**src/rtl/meas_pld_arbiter_pkg.sv**
```systemverilog
// Shared definitions for the payload-FIFO write-port arbiter: FSM state
// encoding and the default filler word used when a burst is padded.
package meas_pld_arbiter_pkg;

  typedef enum logic [1:0] {
    MEAS_ARB_IDLE  = 2'd0,
    MEAS_ARB_BURST = 2'd1,
    MEAS_ARB_PAD   = 2'd2
  } meas_arb_state_e;

  // Wide enough for any practical WORD_WIDTH; users truncate it to their width.
  localparam logic [255:0] MEAS_ARB_PAD_WORD = '1;

endpackage

```
**src/rtl/meas_pld_arbiter_if.sv**
```systemverilog
// Producer request/data/ack bundle plus the payload-FIFO write port.
// The slave modport is the arbiter's view; master is the producer/FIFO side.
interface meas_pld_arbiter_if #(
  parameter int NUM_SRC    = 4,
  parameter int WORD_WIDTH = 64
);

  logic [NUM_SRC-1:0]            src_req;
  logic [NUM_SRC*WORD_WIDTH-1:0] src_data;
  logic [NUM_SRC-1:0]            src_ack;
  logic [WORD_WIDTH-1:0]         pld_fifo_din;
  logic                          pld_fifo_wr;
  logic                          pld_fifo_full;

  modport master (
    output src_req, src_data, pld_fifo_full,
    input  src_ack, pld_fifo_din, pld_fifo_wr
  );

  modport slave (
    input  src_req, src_data, pld_fifo_full,
    output src_ack, pld_fifo_din, pld_fifo_wr
  );

endinterface

```
**src/rtl/meas_pld_arbiter_rr_pick.sv**
```systemverilog
// Combinational round-robin picker: returns the first requester at or after
// ptr, wrapping modulo NUM_SRC.
module rr_pick #(
  parameter int NUM_SRC = 4,
  parameter int IDX_W   = 2
) (
  input  logic [NUM_SRC-1:0] req,
  input  logic [IDX_W-1:0]   ptr,
  output logic               valid,
  output logic [IDX_W-1:0]   idx
);

  localparam int CW = IDX_W + 1;

  logic [CW-1:0] cand;

  // One spare bit keeps ptr+i from overflowing before the wrap subtraction.
  always_comb begin
    valid = 1'b0;
    idx   = '0;
    cand  = '0;
    for (int i = 0; i < NUM_SRC; i++) begin
      cand = {1'b0, ptr} + CW'(i);
      if (cand >= CW'(NUM_SRC)) begin
        cand = cand - CW'(NUM_SRC);
      end
      if (!valid && req[cand[IDX_W-1:0]]) begin
        valid = 1'b1;
        idx   = cand[IDX_W-1:0];
      end
    end
  end

endmodule

```
**src/rtl/meas_pld_arbiter.sv**
```systemverilog
// Round-robin arbiter for the payload-FIFO write port with atomic bursts and
// stall-timeout padding. Define MEAS_PLD_ARB_STATS_EN to build the stat counters.
module meas_pld_arbiter
  import meas_pld_arbiter_pkg::*;
#(
  parameter int                    NUM_SRC        = 4,
  parameter int                    WORD_WIDTH     = 64,
  parameter int                    WORDS_PER_MEAS = 2,
  parameter int                    GAP_TIMEOUT    = 16,
  parameter logic [WORD_WIDTH-1:0] PAD_WORD       = WORD_WIDTH'(MEAS_ARB_PAD_WORD)
) (
  input  logic                 clk,
  input  logic                 reset,
  meas_pld_arbiter_if.slave    bus,
  output logic                 err_abort,
  output logic [2:0]           abort_src,
  output logic [31:0]          stat_words,
  output logic [31:0]          stat_stall
);

  localparam int              IDX_W    = $clog2(NUM_SRC);
  localparam logic [3:0]      LAST_CNT = 4'(WORDS_PER_MEAS - 1);
  localparam logic [7:0]      GAP_LAST = 8'(GAP_TIMEOUT - 1);

  meas_arb_state_e       state_q, state_d;
  logic [IDX_W-1:0]      owner_q, owner_d;
  logic [IDX_W-1:0]      rr_ptr_q, rr_ptr_d;
  logic [3:0]            word_cnt_q, word_cnt_d;
  logic [7:0]            gap_cnt_q, gap_cnt_d;
  logic                  err_abort_q, err_abort_d;
  logic [2:0]            abort_src_q, abort_src_d;

  logic                  pick_valid;
  logic [IDX_W-1:0]      pick_idx;
  logic                  wr_raw;
  logic                  ack_en;
  logic                  use_pad;
  logic [IDX_W-1:0]      sel_idx;
  logic [WORD_WIDTH-1:0] sel_word;
  logic [WORD_WIDTH-1:0] din;
  logic [NUM_SRC-1:0]    ack_vec;

  function automatic logic [IDX_W-1:0] next_idx(input logic [IDX_W-1:0] cur);
    return (cur == IDX_W'(NUM_SRC - 1)) ? '0 : cur + 1'b1;
  endfunction

  rr_pick #(
    .NUM_SRC (NUM_SRC),
    .IDX_W   (IDX_W)
  ) u_rr_pick (
    .req   (bus.src_req),
    .ptr   (rr_ptr_q),
    .valid (pick_valid),
    .idx   (pick_idx)
  );

  always_ff @(posedge clk or negedge reset) begin
    if (!reset) begin
      state_q     <= MEAS_ARB_IDLE;
      owner_q     <= '0;
      rr_ptr_q    <= '0;
      word_cnt_q  <= '0;
      gap_cnt_q   <= '0;
      err_abort_q <= 1'b0;
      abort_src_q <= '0;
    end else begin
      state_q     <= state_d;
      owner_q     <= owner_d;
      rr_ptr_q    <= rr_ptr_d;
      word_cnt_q  <= word_cnt_d;
      gap_cnt_q   <= gap_cnt_d;
      err_abort_q <= err_abort_d;
      abort_src_q <= abort_src_d;
    end
  end

  // A full FIFO with the owner still requesting is a stall, not a gap.
  always_comb begin
    state_d     = state_q;
    owner_d     = owner_q;
    rr_ptr_d    = rr_ptr_q;
    word_cnt_d  = word_cnt_q;
    gap_cnt_d   = gap_cnt_q;
    err_abort_d = 1'b0;
    abort_src_d = abort_src_q;
    case (state_q)
      MEAS_ARB_IDLE: begin
        if (wr_raw) begin
          owner_d    = pick_idx;
          word_cnt_d = 4'd1;
          gap_cnt_d  = '0;
          if (WORDS_PER_MEAS == 1) begin
            rr_ptr_d = next_idx(pick_idx);
          end else begin
            state_d = MEAS_ARB_BURST;
          end
        end
      end
      MEAS_ARB_BURST: begin
        if (bus.src_req[owner_q]) begin
          if (wr_raw) begin
            word_cnt_d = word_cnt_q + 4'd1;
            gap_cnt_d  = '0;
            if (word_cnt_q == LAST_CNT) begin
              state_d  = MEAS_ARB_IDLE;
              rr_ptr_d = next_idx(owner_q);
            end
          end
        end else begin
          gap_cnt_d = gap_cnt_q + 8'd1;
          if (gap_cnt_q == GAP_LAST) begin
            state_d     = MEAS_ARB_PAD;
            err_abort_d = 1'b1;
            abort_src_d = 3'(owner_q);
          end
        end
      end
      MEAS_ARB_PAD: begin
        if (wr_raw) begin
          word_cnt_d = word_cnt_q + 4'd1;
          if (word_cnt_q == LAST_CNT) begin
            state_d  = MEAS_ARB_IDLE;
            rr_ptr_d = next_idx(owner_q);
          end
        end
      end
      default: state_d = MEAS_ARB_IDLE;
    endcase
  end

  always_comb begin
    wr_raw  = 1'b0;
    ack_en  = 1'b0;
    use_pad = 1'b0;
    sel_idx = owner_q;
    case (state_q)
      MEAS_ARB_IDLE: begin
        if (pick_valid && !bus.pld_fifo_full) begin
          wr_raw  = 1'b1;
          ack_en  = 1'b1;
          sel_idx = pick_idx;
        end
      end
      MEAS_ARB_BURST: begin
        if (bus.src_req[owner_q] && !bus.pld_fifo_full) begin
          wr_raw = 1'b1;
          ack_en = 1'b1;
        end
      end
      MEAS_ARB_PAD: begin
        if (!bus.pld_fifo_full) begin
          wr_raw  = 1'b1;
          use_pad = 1'b1;
        end
      end
      default: ;
    endcase
    sel_word = '0;
    for (int i = 0; i < NUM_SRC; i++) begin
      if (sel_idx == IDX_W'(i)) begin
        sel_word = bus.src_data[i*WORD_WIDTH +: WORD_WIDTH];
      end
    end
    din = use_pad ? PAD_WORD : sel_word;
    // Strobes are masked by reset so they drop the moment reset asserts.
    ack_vec = '0;
    for (int i = 0; i < NUM_SRC; i++) begin
      ack_vec[i] = ack_en && reset && (sel_idx == IDX_W'(i));
    end
  end

  assign bus.pld_fifo_wr  = wr_raw & reset;
  assign bus.pld_fifo_din = din;
  assign bus.src_ack      = ack_vec;
  assign err_abort        = err_abort_q;
  assign abort_src        = abort_src_q;

`ifdef MEAS_PLD_ARB_STATS_EN
  logic [31:0] stat_words_q, stat_words_d;
  logic [31:0] stat_stall_q, stat_stall_d;
  logic        stall;

  assign stall = (|bus.src_req) & bus.pld_fifo_full;

  always_comb begin
    stat_words_d = stat_words_q;
    stat_stall_d = stat_stall_q;
    if (wr_raw && (stat_words_q != '1)) begin
      stat_words_d = stat_words_q + 32'd1;
    end
    if (stall && (stat_stall_q != '1)) begin
      stat_stall_d = stat_stall_q + 32'd1;
    end
  end

  always_ff @(posedge clk or negedge reset) begin
    if (!reset) begin
      stat_words_q <= '0;
      stat_stall_q <= '0;
    end else begin
      stat_words_q <= stat_words_d;
      stat_stall_q <= stat_stall_d;
    end
  end

  assign stat_words = stat_words_q;
  assign stat_stall = stat_stall_q;
`else
  assign stat_words = '0;
  assign stat_stall = '0;
`endif

endmodule

```
**src/flat_wrapper.sv**
```systemverilog
// flat-port wrapper written by rule: the top's interface ports become plain ports
module meas_pld_arbiter_flat import meas_pld_arbiter_pkg::*;
#(
  parameter int                    NUM_SRC        = 4,
  parameter int                    WORD_WIDTH     = 64,
  parameter int                    WORDS_PER_MEAS = 2,
  parameter int                    GAP_TIMEOUT    = 16,
  parameter logic [WORD_WIDTH-1:0] PAD_WORD       = WORD_WIDTH'(MEAS_ARB_PAD_WORD)
)
  (clk, reset, err_abort, abort_src, stat_words, stat_stall, bus_src_req, bus_src_data, bus_pld_fifo_full, bus_src_ack, bus_pld_fifo_din, bus_pld_fifo_wr);
  meas_pld_arbiter_if #(.NUM_SRC(NUM_SRC), .WORD_WIDTH(WORD_WIDTH)) bus_i ();
  input  logic clk;
  input  logic reset;
  output logic err_abort;
  output logic [2:0] abort_src;
  output logic [31:0] stat_words;
  output logic [31:0] stat_stall;
  input wire logic [$bits(bus_i.src_req)-1:0] bus_src_req;
  input wire logic [$bits(bus_i.src_data)-1:0] bus_src_data;
  input wire logic [$bits(bus_i.pld_fifo_full)-1:0] bus_pld_fifo_full;
  output wire logic [$bits(bus_i.src_ack)-1:0] bus_src_ack;
  output wire logic [$bits(bus_i.pld_fifo_din)-1:0] bus_pld_fifo_din;
  output wire logic [$bits(bus_i.pld_fifo_wr)-1:0] bus_pld_fifo_wr;
  assign bus_i.src_req = bus_src_req;
  assign bus_i.src_data = bus_src_data;
  assign bus_i.pld_fifo_full = bus_pld_fifo_full;
  assign bus_src_ack = bus_i.src_ack;
  assign bus_pld_fifo_din = bus_i.pld_fifo_din;
  assign bus_pld_fifo_wr = bus_i.pld_fifo_wr;
  meas_pld_arbiter #(.NUM_SRC(NUM_SRC), .WORD_WIDTH(WORD_WIDTH), .WORDS_PER_MEAS(WORDS_PER_MEAS), .GAP_TIMEOUT(GAP_TIMEOUT), .PAD_WORD(PAD_WORD)) u_core (.clk(clk), .reset(reset), .bus(bus_i), .err_abort(err_abort), .abort_src(abort_src), .stat_words(stat_words), .stat_stall(stat_stall));
endmodule
```
**config.mk**
```make
export PLATFORM = sky130hd
export DESIGN_NAME = meas_pld_arbiter_flat
export DESIGN_NICKNAME = d
export VERILOG_FILES = /design/src/rtl/meas_pld_arbiter_pkg.sv /design/src/rtl/meas_pld_arbiter_if.sv /design/src/rtl/meas_pld_arbiter_rr_pick.sv /design/src/rtl/meas_pld_arbiter.sv /design/src/flat_wrapper.sv
export SDC_FILE = /design/constraint.sdc
export NUM_CORES = 1
export LEC_CHECK = 0
export CORE_AREA = 4 4 152 154
export CTS_CLUSTER_SIZE = 25
export DETAILED_ROUTE_END_ITERATION = 16
export DIE_AREA = 0 0 156 158
export PLACE_DENSITY_LB_ADDON = 0.08
export SLEW_MARGIN = 20
export SYNTH_ARGS = -nofsm -noshare
export SYNTH_HDL_FRONTEND = slang
export SYNTH_SLANG_ARGS = --single-unit
export TNS_END_PERCENT = 20
```
**constraint.sdc**
```tcl
create_clock -name clk -period 3.4 [get_ports clk]
set_clock_uncertainty 0.05 [all_clocks]
set_input_delay 0.68 -clock clk [delete_from_list [all_inputs] [get_ports clk]]
set_output_delay 0.68 -clock clk [all_outputs]
set_load 0.02 [all_outputs]
```
Word-level counts from Yosys, hierarchy flattened. Cells that the tools add are included.

Add/subtract/negate cells: 10. Multipliers: 0. Divide/modulo/power cells: 0. $lt $le $gt $ge: 9. Equality and inequality tests: 11. Shifts and indexed selects: 0. Muxes and demuxes: 56. Bitwise logic cells: 2. Reductions and logical operators: 24.

Operator list (number): 64-bit two-way mux (5); 2-bit two-way mux (19); 1-bit two-way mux (16); 8-bit two-way mux (2); 8-bit one-hot mux with 2 select lines (1); 2-bit by 3-bit less-than comparator with 1-bit output, second input constant (5); 4-bit two-way mux (3); 4-bit one-hot mux with 3 select lines (1); 1-bit binary-select mux with 2-bit select (5); 1-bit logical AND (10); 3-bit >= comparator, second input constant (3); 8-bit by 1-bit adder with 8-bit output, second input constant (1); 2-bit == test, second input constant (4); 8-bit by 4-bit == test with 1-bit output, second input constant (1); 2-bit by 1-bit subtractor with 2-bit output, second input constant (4); 2-bit by 2-bit adder with 3-bit output, second input constant (2); 2-bit one-hot mux with 3 select lines (1); 2-bit AND reduction (3); 3-bit AND reduction (2); 4-bit by 1-bit adder with 4-bit output, second input constant (1); 2-bit by 1-bit == test with 1-bit output, second input constant (2); 4-bit by 1-bit == test with 1-bit output, second input constant (1); 1-bit zero test (4); 2-bit zero test (2); other kinds (12) (14).

Flip-flop bits (word level): 21. Bits in latches: 0. Memory bits (writable): 0. Bits in read-only memories: 0. Memories kept: 0.

Depth between registers and ports, before layout.
Depth in word-level cells: 23. Gate-level depth with buffers: 11.

Hierarchy. A second synthesis with hierarchy kept.

Cells, all modules: 373. Area total of the unflattened synthesis: 3935.0 um^2.

By module, submodules not included: meas_pld_arbiter (times used 1, cells each 358, area each 3857.4 um^2); rr_pick (times used 1, cells each 15, area each 77.6 um^2).

Least setup slack after synthesis. OpenSTA, ideal clock, no wires.

Kind: flip-flop to output port. Start: reg u_core.state_q[1]. End: out bus_pld_fifo_din[33]. Arrival: 2.317 ns. Setup slack: 0.353 ns. Stages on the path, launching flop included: 12. Cell sequence: dfrtp_1 -> inv_1 -> ha_1 -> buf_2 -> nor2b_1 -> nand2b_4 -> o41ai_2 -> buf_4 -> buf_6 -> buf_4 -> nand2_1 -> a32oi_1.

Word-level cells in the longest chain between the ends: 8. Elaborated cells on any way between the ends: 13. Classes of those cells: eq/ne (4); mux (7); reduce/logical (2).

Ends and longest elaborated chain: from (decl) (line meas_pld_arbiter.sv:25) `meas_arb_state_e state_q, state_d;`; from (signal assigned) (line meas_pld_arbiter.sv:67) `state_q <= state_d;`; 2-bit zero test (line meas_pld_arbiter.sv:136) `case (state_q)`; 2-bit two-way mux (line meas_pld_arbiter.sv:136); 2-bit zero test (line meas_pld_arbiter.sv:160) `if (sel_idx == IDX_W'(i)) begin`; 64-bit two-way mux (4 in series) (line meas_pld_arbiter.sv:160); 64-bit two-way mux * (line meas_pld_arbiter.sv:164) `din = use_pad ? PAD_WORD : sel_word;`; to (decl) (line flat_wrapper.sv:22) `output wire logic [$bits(bus_i.pld_fifo_din)-1:0] bus_pld_fifo_din;`.

Every way passes the cells marked *; elsewhere a longest branch is shown, timed or not.

Worst setup path after layout.
Start: in bus_src_req[0]. End: out bus_pld_fifo_din[32].

Word-level cells in the longest chain between the ends: 21. Elaborated cells on any way between the ends: 34. Classes of those cells: eq/ne (3); mux (23); reduce/logical (8).

Ends and longest elaborated chain: from (decl) (line flat_wrapper.sv:18) `input wire logic [$bits(bus_i.src_req)-1:0] bus_src_req;`; 1-bit binary-select mux with 2-bit select (line meas_pld_arbiter_rr_pick.sv:27) `if (!valid && req[cand[IDX_W-1:0]]) begin`; 1-bit two-way mux (not written as such) (line meas_pld_arbiter_rr_pick.sv:27); 1-bit two-way mux (line meas_pld_arbiter_rr_pick.sv:27); 1-bit zero test (line meas_pld_arbiter_rr_pick.sv:27); 1-bit logical AND (line meas_pld_arbiter_rr_pick.sv:27); 1-bit two-way mux (line meas_pld_arbiter_rr_pick.sv:27); 1-bit zero test (line meas_pld_arbiter_rr_pick.sv:27); 1-bit logical AND (line meas_pld_arbiter_rr_pick.sv:27); (+3 left out); 1-bit two-way mux (line meas_pld_arbiter_rr_pick.sv:27); 1-bit logical AND (line meas_pld_arbiter.sv:138) `if (pick_valid && !bus.pld_fifo_full) begin`; 2-bit two-way mux * (line meas_pld_arbiter.sv:138); 2-bit two-way mux * (line meas_pld_arbiter.sv:136); 2-bit zero test (line meas_pld_arbiter.sv:160); 64-bit two-way mux (3 in series) (line meas_pld_arbiter.sv:160); 64-bit two-way mux * (line meas_pld_arbiter.sv:160); 64-bit two-way mux * (line meas_pld_arbiter.sv:164).

Every way passes the cells marked *; elsewhere a longest branch is shown, timed or not. The select of a mux whose other input is x is not followed.

==> results.json <==
{
  "status": "completed",
  "first_pass_iters": 4,
  "worstSetupEndpointType": "output pin",
  "syn-instance-count": 616,
  "final_common_cell": "clkdlybuf4s50_1",
  "worstPathMaxFanout": 15,
  "ys.flop_type": "dfrtp_1",
  "grt_pass1_wl_mm": 35.24,
  "root_buffer": "clkbuf_16",
  "die_height_um": 158,
  "power.density_nw_per_um2": 767.7,
  "rr_startpoint": "u_core.state_q[1]$_DFFE_PN0P_",
  "ys_ff_latch": 21,
  "period_needed_ns": 3.316,
  "wirelength_mm": 24.90,
  "netlist-cell-type-count": 67,
  "drive_gt1_share_pct": 25.70,
  "synth_mux_area_share_pct": 2.326,
  "grt_usage_pct": 18.11,
  "r2r_setup_slack_ns": 1.00,
  "clk_latency_ns": 0.25,
  "via_count": 5741,
  "synthAdderAreaFrac_pct": 2.326,
  "clock-sinks": 21,
  "finalNetCount": 1276,
  "avgViaCountPerCell": 4.461,
  "peakVddDrop_uv": 266.1,
  "synth_top_family_by_area": "compound AO/OA/AOI/OAI gates",
  "hold_start": "u_core.abort_src[1]$_DFFE_PN0P_",
  "ys_warn_count": 0,
  "max_slew_margin_pct": 61.17,
  "cts_buffers": 3,
  "clk_pin_slew_ns": 0.06,
  "gr-total-overflow": 0,
  "cap_violations": 0,
  "power_leakage_nw": 3.585,
  "yosysSeqAreaShare_pct": 12.21,
  "whs_ns": 0.4338,
  "syn_avg_cell_area_sq_um": 6.985,
  "std_cell_rows": 54,
  "syn_area_sq_um": 4303,
  "drc": 0,
  "fill_cells": 2291,
  "die_w_um": 156,
  "crit_arrival_ns": 2.59,
  "gp_congestion": 0.8358,
  "async_reset_ff_share_pct": 100.0,
  "area.growth.synth_to_final_pct": 100.2,
  "fin_crit_sh_pct": 97.53,
  "dp_hpwl_mm": 19.76,
  "multi_input_area_sq_um": 3343,
  "r2r_cells": 10,
  "max_freq_mhz": 301.6,
  "die_area_sq_um": 24650,
  "tightest_slew_ns": 0.5764,
  "instances_no_fill": 1287,
  "grt_pass1_vias": 5692,
  "hold_end": "u_core.abort_src[1]$_DFFE_PN0P_",
  "synth_compound_area_share_pct": 36.73,
  "placement.io_buffers": 334,
  "finalPower_mw": 6.613,
  "initial_core_util_pct": 19.84,
  "coreArea_sq_um": 21690,
  "report.final.slew_viol_count": 0,
  "routedWlPerCell_um": 19.35,
  "io_pins": 400,
  "required_ns": 2.67,
  "cts_tree": "built",
  "cts_max_level": 1,
  "antenna_found_initial": 4,
  "worstReg2RegEnd": "u_core.gap_cnt_q[6]$_DFFE_PN0N_",
  "synthXorXnorAreaFrac_pct": 0,
  "finalInstanceArea_sq_um": 8613,
  "setup-violations-final": 0,
  "layout_common_cells": "clkdlybuf4s50_1 (261), nand2_1 (196), buf_4 (93)",
  "drt_iter0_markers": 323,
  "placed_area_sq_um": 8113,
  "hold_buffers": 0,
  "ant_nets": 0,
  "grt_max_degree": 41,
  "cts.path.max_buffers": 2,
  "cp-start-kind": "input port",
  "hold_depth": 1,
  "synth_edf_count": 0,
  "path_class": "input port to output pin",
  "seq_area_sq_um": 525.5,
  "synth-simple-area-share_pct": 25.76,
  "min_path_type": "register to register",
  "hold_viol": 0,
  "placed_cells": 1255
}
-- state kept, by name, summed over array words and instances, names as in the netlist --
register	count
u_core.rr_ptr_q	2
u_core.abort_src	2
u_core.gap_cnt_q	8
u_core.owner_q	2
u_core.err_abort	1
u_core.word_cnt_q	4
u_core.state_q	2
-- cell type report --
type                            count  area share, %
Sequential cell                    21          6.101
Inverter                            9         0.3922
Antenna cell                        3        0.08716
Clock buffer                        3         0.8716
Clock inverter                      1        0.08716
Multi-Input combinational cell    539          38.81
Timing Repair Buffer              431          49.58
Tap cell                          280          4.067
-- critical path, stage by stage --
cell,delay [ns]
buf_4,0.15
nor2b_1,0.14
o21a_2,0.23
buf_4,0.14
o41a_4,0.49
buf_12,0.19
buf_4,0.16
a21oi_1,0.14
a32oi_1,0.08
buf_4,0.18
-- report_power, final --
part,internal [mW],switching (mW),total [mW]
Clock,0.159,0.0979,0.257
Sequential,0.312,0.0822,0.394
Combinational,2.75,3.21,5.96
Total,3.23,3.39,6.61
-- logic make-up (layout without fill, tap and decap cells) --
group,Yosys count,count (layout)
compound gates,197,197
other cells,1,68
buf+inv,120,444
fa+ha+maj,8,8
flops,21,21
simple gates,261,261
mux,8,8
-- layer usage --
| metal | GRT usage (%) | up-vias | part of all wire, % |
|---|---|---|---|
| met2 | 32.48 | 218 | 51 |
| li1 | - | 2865 | - |
| met5 | 0 | - | 0.052 |
| met3 | 2.870 | 18 | 6.9 |
| met4 | 3.168 | 2 | 1.2 |
| met1 | 23.18 | 2638 | 41 |
-- worst max-delay path by stage --
| stage | start | end | depth (start not counted) |
|---|---|---|---|
| 3_5_place_dp | bus_src_req[0] | bus_pld_fifo_din[5] | 8 |
| 2_1_floorplan | u_core.state_q[1]$_DFFE_PN0P_ | bus_pld_fifo_din[33] | 11 |
| 4_1_cts | bus_src_req[1] | bus_pld_fifo_din[58] | 12 |
| 5_1_grt | bus_src_req[2] | bus_pld_fifo_din[14] | 10 |
| 3_3_place_gp | bus_src_req[0] | bus_pld_fifo_din[5] | 8 |
| 6_report | bus_src_req[0] | bus_pld_fifo_din[32] | 10 |
-- metrics by stage --
step | util, % | setup TNS [ns] | setup WS [ns]
after floorplan | - | 0 | 0.3531
after global placement | 37.41 | -46.73 | -0.7957
after detailed placement | 37.41 | -47.94 | -0.8189
after CTS | 38.84 | -0.002480 | -0.002480
after global routing | 39.71 | -0.001518 | -0.001518
final | 39.71 | 0 | 0.08382
-- synth_stat cells (2+ instances only) --
| cell | instances | area share [%] |
|---|---|---|
| o211ai_1 | 5 | 0.87 |
| o21ai_0 | 10 | 1.2 |
| a22o_1 | 3 | 0.61 |
| nor2b_2 | 2 | 0.41 |
| inv_1 | 9 | 0.79 |
| dfrtp_1 | 21 | 12 |
| a211o_1 | 2 | 0.41 |
| a21oi_1 | 48 | 5.6 |
| buf_4 | 71 | 12 |
| mux2_2 | 4 | 1.0 |
| a21boi_0 | 2 | 0.35 |
| o22a_1 | 2 | 0.41 |
| a31oi_1 | 3 | 0.44 |
| a21oi_2 | 26 | 5.3 |
| nand2_1 | 202 | 18 |
| o21bai_1 | 3 | 0.52 |
| or4_1 | 2 | 0.35 |
| o41ai_2 | 2 | 0.76 |
| buf_8 | 3 | 1.0 |
| and3_1 | 7 | 1.0 |
| o21ba_2 | 5 | 1.2 |
| o21ai_1 | 2 | 0.23 |
| mux2_1 | 2 | 0.52 |
| nand3_1 | 5 | 0.58 |
| nor2b_1 | 6 | 0.87 |
| nor2_1 | 22 | 1.9 |
| ha_1 | 8 | 2.3 |
| buf_6 | 10 | 2.6 |
| a31o_2 | 2 | 0.41 |
| a32oi_2 | 4 | 1.5 |
| o2bb2ai_1 | 3 | 0.61 |
| and2_1 | 2 | 0.29 |
| or3_1 | 2 | 0.29 |
| a32oi_1 | 59 | 12 |
| nand2b_1 | 2 | 0.29 |
| buf_2 | 23 | 2.7 |
| nor3_1 | 2 | 0.23 |
-- repair_timing --
item | 4_1_cts | 5_1_grt
gates cloned | 5 | 2
resized for setup | 373 | 47
setup buffers | 18 | 4
endpoints found under the setup margin | 69 | 57
pin swaps | 17 | 20
Power figures use the tool's default switching activity.
